**src/rtl/opl2_timers.sv**
```systemverilog
// opl2_timers: the two OPL2 interval timers.
// Timer 1 ticks every TIMER1_DIV samples and Timer 2 every TIMER2_DIV samples.
// The block decodes host register writes to 0x02, 0x03 and 0x04.
// It returns the status byte {IRQ, FT1, FT2, 5'b0} and a registered active-low IRQ.
// Optional feature: when the macro OPL2_TIMERS_FORCE_OVERFLOW_EN is defined,
// force_timer_overflow makes every running timer overflow immediately.
module opl2_timers #(
   parameter int unsigned TIMER1_DIV = 4,
   parameter int unsigned TIMER2_DIV = 16
) (
   input  logic       clk,
   input  logic       ic_n,
   input  logic       sample_clk_en,
   input  logic       reg_wr_valid,
   input  logic [7:0] reg_wr_address,
   input  logic [7:0] reg_wr_data,
   input  logic       force_timer_overflow,
   output logic [7:0] status,
   output logic       irq_n
);

   localparam int unsigned P1W = (TIMER1_DIV > 1) ? $clog2(TIMER1_DIV) : 1;
   localparam int unsigned P2W = (TIMER2_DIV > 1) ? $clog2(TIMER2_DIV) : 1;
   localparam logic [P1W-1:0] P1_LAST = P1W'(TIMER1_DIV - 1);
   localparam logic [P2W-1:0] P2_LAST = P2W'(TIMER2_DIV - 1);

   logic [P1W-1:0] psc1_q, psc1_d;
   logic [P2W-1:0] psc2_q, psc2_d;
   logic [7:0]     pre1_q, pre1_d, pre2_q, pre2_d;
   logic [7:0]     cnt1_q, cnt1_d, cnt2_q, cnt2_d;
   logic           st1_q, st1_d, st2_q, st2_d;
   logic           mask1_q, mask1_d, mask2_q, mask2_d;
   logic           ft1_q, ft1_d, ft2_q, ft2_d;
   logic           irq_n_q, irq_n_d;

   logic           wr_ctl, irq_rst, wr_flags;
   logic           start1, start2, tick1, tick2;
   logic           ovf1, ovf2, force1, force2;

   // Host write decode and timer tick strobes
   always_comb begin
      wr_ctl   = reg_wr_valid && (reg_wr_address == 8'h04);
      irq_rst  = wr_ctl && reg_wr_data[7];
      wr_flags = wr_ctl && !reg_wr_data[7];
      start1   = wr_flags && reg_wr_data[0] && !st1_q;
      start2   = wr_flags && reg_wr_data[1] && !st2_q;
      tick1    = sample_clk_en && (psc1_q == P1_LAST);
      tick2    = sample_clk_en && (psc2_q == P2_LAST);
   end

`ifdef OPL2_TIMERS_FORCE_OVERFLOW_EN
   assign force1 = force_timer_overflow && st1_q;
   assign force2 = force_timer_overflow && st2_q;
`else
   logic force_unused;
   assign force_unused = force_timer_overflow;
   assign force1 = 1'b0;
   assign force2 = 1'b0;
`endif

   // Free-running prescalers, advanced once per output sample
   always_comb begin
      psc1_d = psc1_q;
      psc2_d = psc2_q;
      if (sample_clk_en) begin
         psc1_d = (psc1_q == P1_LAST) ? '0 : psc1_q + P1W'(1);
         psc2_d = (psc2_q == P2_LAST) ? '0 : psc2_q + P2W'(1);
      end
   end

   // Timer 1 counter: a start load beats a same-cycle tick; overflow reloads the preset
   always_comb begin
      cnt1_d = cnt1_q;
      ovf1   = 1'b0;
      if (start1) begin
         cnt1_d = pre1_q;
      end else if (st1_q && (tick1 || force1)) begin
         if (force1 || (cnt1_q == 8'hFF)) begin
            cnt1_d = pre1_q;
            ovf1   = 1'b1;
         end else begin
            cnt1_d = cnt1_q + 8'd1;
         end
      end
   end

   // Timer 2 counter: same rules as timer 1
   always_comb begin
      cnt2_d = cnt2_q;
      ovf2   = 1'b0;
      if (start2) begin
         cnt2_d = pre2_q;
      end else if (st2_q && (tick2 || force2)) begin
         if (force2 || (cnt2_q == 8'hFF)) begin
            cnt2_d = pre2_q;
            ovf2   = 1'b1;
         end else begin
            cnt2_d = cnt2_q + 8'd1;
         end
      end
   end

   // Presets, control bits and flags; an overflow beats a same-cycle IRQ reset
   always_comb begin
      pre1_d  = pre1_q;
      pre2_d  = pre2_q;
      st1_d   = st1_q;
      st2_d   = st2_q;
      mask1_d = mask1_q;
      mask2_d = mask2_q;
      if (reg_wr_valid && (reg_wr_address == 8'h02)) pre1_d = reg_wr_data;
      if (reg_wr_valid && (reg_wr_address == 8'h03)) pre2_d = reg_wr_data;
      if (wr_flags) begin
         mask1_d = reg_wr_data[6];
         mask2_d = reg_wr_data[5];
         st2_d   = reg_wr_data[1];
         st1_d   = reg_wr_data[0];
      end
      if (ovf1 && !mask1_q)  ft1_d = 1'b1;
      else if (irq_rst)      ft1_d = 1'b0;
      else                   ft1_d = ft1_q;
      if (ovf2 && !mask2_q)  ft2_d = 1'b1;
      else if (irq_rst)      ft2_d = 1'b0;
      else                   ft2_d = ft2_q;
      irq_n_d = !(ft1_q || ft2_q);
   end

   // State registers with asynchronous active-low reset
   always_ff @(posedge clk or negedge ic_n) begin
      if (!ic_n) begin
         psc1_q  <= '0;
         psc2_q  <= '0;
         pre1_q  <= '0;
         pre2_q  <= '0;
         cnt1_q  <= '0;
         cnt2_q  <= '0;
         st1_q   <= 1'b0;
         st2_q   <= 1'b0;
         mask1_q <= 1'b0;
         mask2_q <= 1'b0;
         ft1_q   <= 1'b0;
         ft2_q   <= 1'b0;
         irq_n_q <= 1'b1;
      end else begin
         psc1_q  <= psc1_d;
         psc2_q  <= psc2_d;
         pre1_q  <= pre1_d;
         pre2_q  <= pre2_d;
         cnt1_q  <= cnt1_d;
         cnt2_q  <= cnt2_d;
         st1_q   <= st1_d;
         st2_q   <= st2_d;
         mask1_q <= mask1_d;
         mask2_q <= mask2_d;
         ft1_q   <= ft1_d;
         ft2_q   <= ft2_d;
         irq_n_q <= irq_n_d;
      end
   end

   assign status = {ft1_q || ft2_q, ft1_q, ft2_q, 5'b0_0000};
   assign irq_n  = irq_n_q;

endmodule

```
**config.mk**
```make
export PLATFORM = sky130hd
export DESIGN_NAME = opl2_timers
export DESIGN_NICKNAME = d
export VERILOG_FILES = /design/src/rtl/opl2_timers.sv
export SDC_FILE = /design/constraint.sdc
export NUM_CORES = 1
export LEC_CHECK = 0
export BUFFER_PORTS_ARGS = -buffer_cell sky130_fd_sc_hd__buf_2
export CAP_MARGIN = 20
export CORE_MARGIN = 3
export CORE_UTILIZATION = 52
export CTS_CLUSTER_SIZE = 28
export DETAILED_ROUTE_END_ITERATION = 12
export PLACE_DENSITY = 0.76
export RECOVER_POWER = 50
export REMOVE_ABC_BUFFERS = 1
export SLEW_MARGIN = 20
export SYNTH_ARGS = -nofsm -noshare
export SYNTH_HDL_FRONTEND = slang
export SYNTH_SLANG_ARGS = --single-unit
```
**constraint.sdc**
```tcl
create_clock -name clk -period 1.7 [get_ports clk]
set_input_delay 0.255 -clock clk [delete_from_list [all_inputs] [get_ports clk]]
set_output_delay 0.255 -clock clk [all_outputs]
set_load 0.01 [all_outputs]
```
==> results.py <==
metrics = {
    "status": {
        "outcome": "completed",
    },
    "grt": {
        "globalRouteTotalUtil_pct": 19.2,
        "gr-total-overflow": 0,
        "grt_first_pass_wirelength_um": 7950,
        "grt_max_degree": 23,
        "grt_pass1_vias": 1752,
        "antenna_found_initial": 0,
    },
    "cells_and_area": {
        "nets": 294,
        "final-seq-area_um2": 1130,
        "drive_gt1_share_pct": 34.4,
        "multiInputGateArea_um2": 1160,
        "diodes": 0,
        "area_growth_pct": 19.7,
        "fill_cells": 332,
        "fin_cells": 320,
    },
    "sta": {
        "hold_violations": 0,
        "rsz0062_at_grt": "yes",
        "setup_viol": 0,
        "max_freq_mhz": 602,
        "skew_ns": 0.00376,
        "drv_slew": 0,
        "fin_crit_ns": 1.66,
        "finalCritPeriodShare_pct": 97.6,
        "relSlewSlack_pct": 22.7,
        "tightest_slew_ns": 1.16,
    },
    "power_and_ir_drop": {
        "p_leak_nw": 1.42,
        "p_int_mw": 1.73,
        "pwr-share-comb_pct": 14.9,
        "seqPwrFrac_pct": 54.4,
        "power.total_mw": 2.32,
        "pwr-share-clk_pct": 30.7,
        "netSwitchingPower_mw": 0.593,
        "vdd_ir_drop_max_mv": 0.574,
        "sw_frac_of_total_pct": 25.6,
        "power_density_nw_per_um2": 818,
    },
    "job": {
        "drv_cap": 0,
    },
    "die": {
        "die_width_um": 73.5,
        "io_pins": 30,
        "design.die.area_um2": 5400,
        "die_height_um": 73.5,
        "start_util_pct": 56.4,
        "fp.coreArea_um2": 4200,
        "row_count": 23,
    },
    "clock_network": {
        "htree_levels": 2,
        "cts_root_buf": "clkbuf_8",
        "cts_tree": "done",
        "cts.sinks": 45,
        "cts_made_buffers": 5,
        "cts_buffer_depth": 2,
        "clock_latency_ns": 0.29,
        "path_clk_slew_ns": 0.08,
    },
    "setup_path": {
        "worstPathMaxFanout": 2,
        "required_ns": 1.88,
        "critPathKind": "flip-flop to flip-flop",
        "r2r_cells": 5,
        "arrival_ns": 1.84,
        "end_kind": "flip-flop",
        "rrSetupSlack_ns": 0.04,
        "rr_endpoint": "cnt1_q[6]",
        "reg2reg_from": "cnt1_q[0]",
        "critPathLaunchType": "flip-flop",
    },
    "hold_path": {
        "hp-start": "reg_wr_data[3]",
        "min_to": "pre2_q[3]",
        "min_path_type": "input pin to flip-flop",
        "min_path_cells": 2,
    },
    "logic_synthesis": {
        "yosys.area.top_type": "dfrtp_1",
        "syn_area_per_cell_um2": 10.9,
        "synth_cell_types": 47,
        "synthFlopType": "dfrtp_1",
        "syn_area_um2": 2370,
        "synth_edf_count": 0,
        "synth-seq-cells": 45,
        "synth_top_area_share_pct": 46.5,
        "synth_cells": 217,
        "async_flop_share_pct": 100,
        "ys_seq_area_share_pct": 47.6,
        "netlist_top_cells_area": "dfrtp_1 (46%), mux2_2 (11%), a21oi_1 (2.5%)",
        "yosys_warnings": 0,
        "synth_most_common_cell": "dfrtp_1",
        "yosys-top-cells-count": "dfrtp_1 (44), mux2_2 (23), nand2_1 (15), a21oi_1 (12), inv_1 (9)",
    },
    "routing": {
        "wire_per_inst_um": 15.1,
        "drtIter0Drc": 70,
        "ant_nets": 0,
        "avgViaCountPerCell": 5.82,
        "drc": 0,
        "vias": 1861,
        "finalWirelength_um": 4820,
        "first_pass_iters": 5,
    },
    "placed_design": {
        "gp_congestion": 0.884,
        "io_buffers": 23,
        "dpl.hpwl_um": 3680,
        "placedCellCount": 308,
    },
}
-- cells in the final DEF (no fill, tap or decap), drive strengths merged, types with 6 or more instances in the layout --
cell / netlist / routed
a21oi: 12 / 12
and3: 7 / 7
buf: 8 / 51
clkbuf: 6 / 10
dfrtp: 44 / 44
inv: 9 / 9
mux2: 23 / 23
nand2: 15 / 15
nand3: 8 / 8
nand4: 9 / 9
o22ai: 6 / 6
-- metal layers --
metal | global-route usage (%) | vias up | part of all wire, %
met2 | 31.7 | 45 | 47
met1 | 25.0 | 917 | 47
met5 | 0 | - | 0
li1 | - | 892 | -
met3 | 4.38 | 7 | 4.8
met4 | 6.24 | 0 | 1.3
-- worst max-delay path, cell delays in order, from the launching register on --
cell,delay [ns]
dfrtp_1,0.37
ha_2,0.19
nand4_1,0.12
or3_4,0.41
a22o_1,0.18
a221o_1,0.28
-- worst max path at each step --
stage,startpoint,endpoint,slack [ns],cells after the start
global route,cnt1_q[0],cnt1_q[6],-0.04,5
global placement,reg_wr_address[3],cnt2_q[4],-0.04,7
detailed placement,reg_wr_address[3],cnt2_q[7],-0.1,7
finish,cnt1_q[0],cnt1_q[6],0.04,5
CTS,psc2_q[1],cnt2_q[0],0.03,5
floorplan,cnt1_q[0],cnt1_q[6],-0.006,5
-- logic make-up after synthesis --
kind of cell | count (synthesis) | share of synthesized area (%)
compound gates | 44 | 12.5
fa+ha+maj | 4 | 2.11
other cells | 1 | 0.158
mux | 27 | 12.6
buf+inv | 23 | 4.81
xor+xnor | 3 | 1.11
simple gates | 70 | 19.1
flops | 45 | 47.6
-- per-stage QoR --
step	hold slack (ns)	setup WS [ns]	setup TNS [ns]	utilization, %	area, um2
after CTS	0.203	0.0299	0	66.9	2810
after floorplan	-0.0406	-0.00640	-0.00640	-	2300
final	0.213	0.0401	0	67.5	2840
after detailed placement	0.242	-0.0999	-0.791	64.1	2690
after global routing	0.204	-0.0442	-0.138	67.5	2840
after global placement	0.248	-0.0398	-0.177	64.1	2690
-- what timing repair did --
item                       4_1_cts  5_1_grt
resized for setup                0        7
setup endpoints to repair        1       10
hold buffers                     1        0
buffers inserted                 1        2
hold endpoints to repair        18        0
pin swaps                        0        3
-- flip-flops by register name, summed over array words and instances (netlist names) --
register,cells
st2_q,1
pre1_q,8
st1_q,1
ft2_q,1
cnt2_q,8
irq_n,1
ft1_q,1
mask2_q,1
pre2_q,8
mask1_q,1
psc2_q,4
psc1_q,2
cnt1_q,8
-- power by group through the flow --
stage | Sequential (mW) | Combinational, mW | Clock (mW)
3_5_place_dp | 1.28 | 0.338 | 0
5_1_grt | 1.28 | 0.400 | 0.771
3_3_place_gp | 1.28 | 0.323 | 0
2_1_floorplan | 1.27 | 0.195 | 0
6_report | 1.26 | 0.346 | 0.713
4_1_cts | 1.26 | 0.356 | 0.737
-- final cells by class --
class	instances	area share (%)
sequential	45	39.8
multi-input combinational	153	41.0
clock buffer	7	3.40
inverter	9	1.19
timing repair buffer	55	12.3
tap	50	2.21
clock inverter	1	0.177
Power figures use the tool's default switching activity.
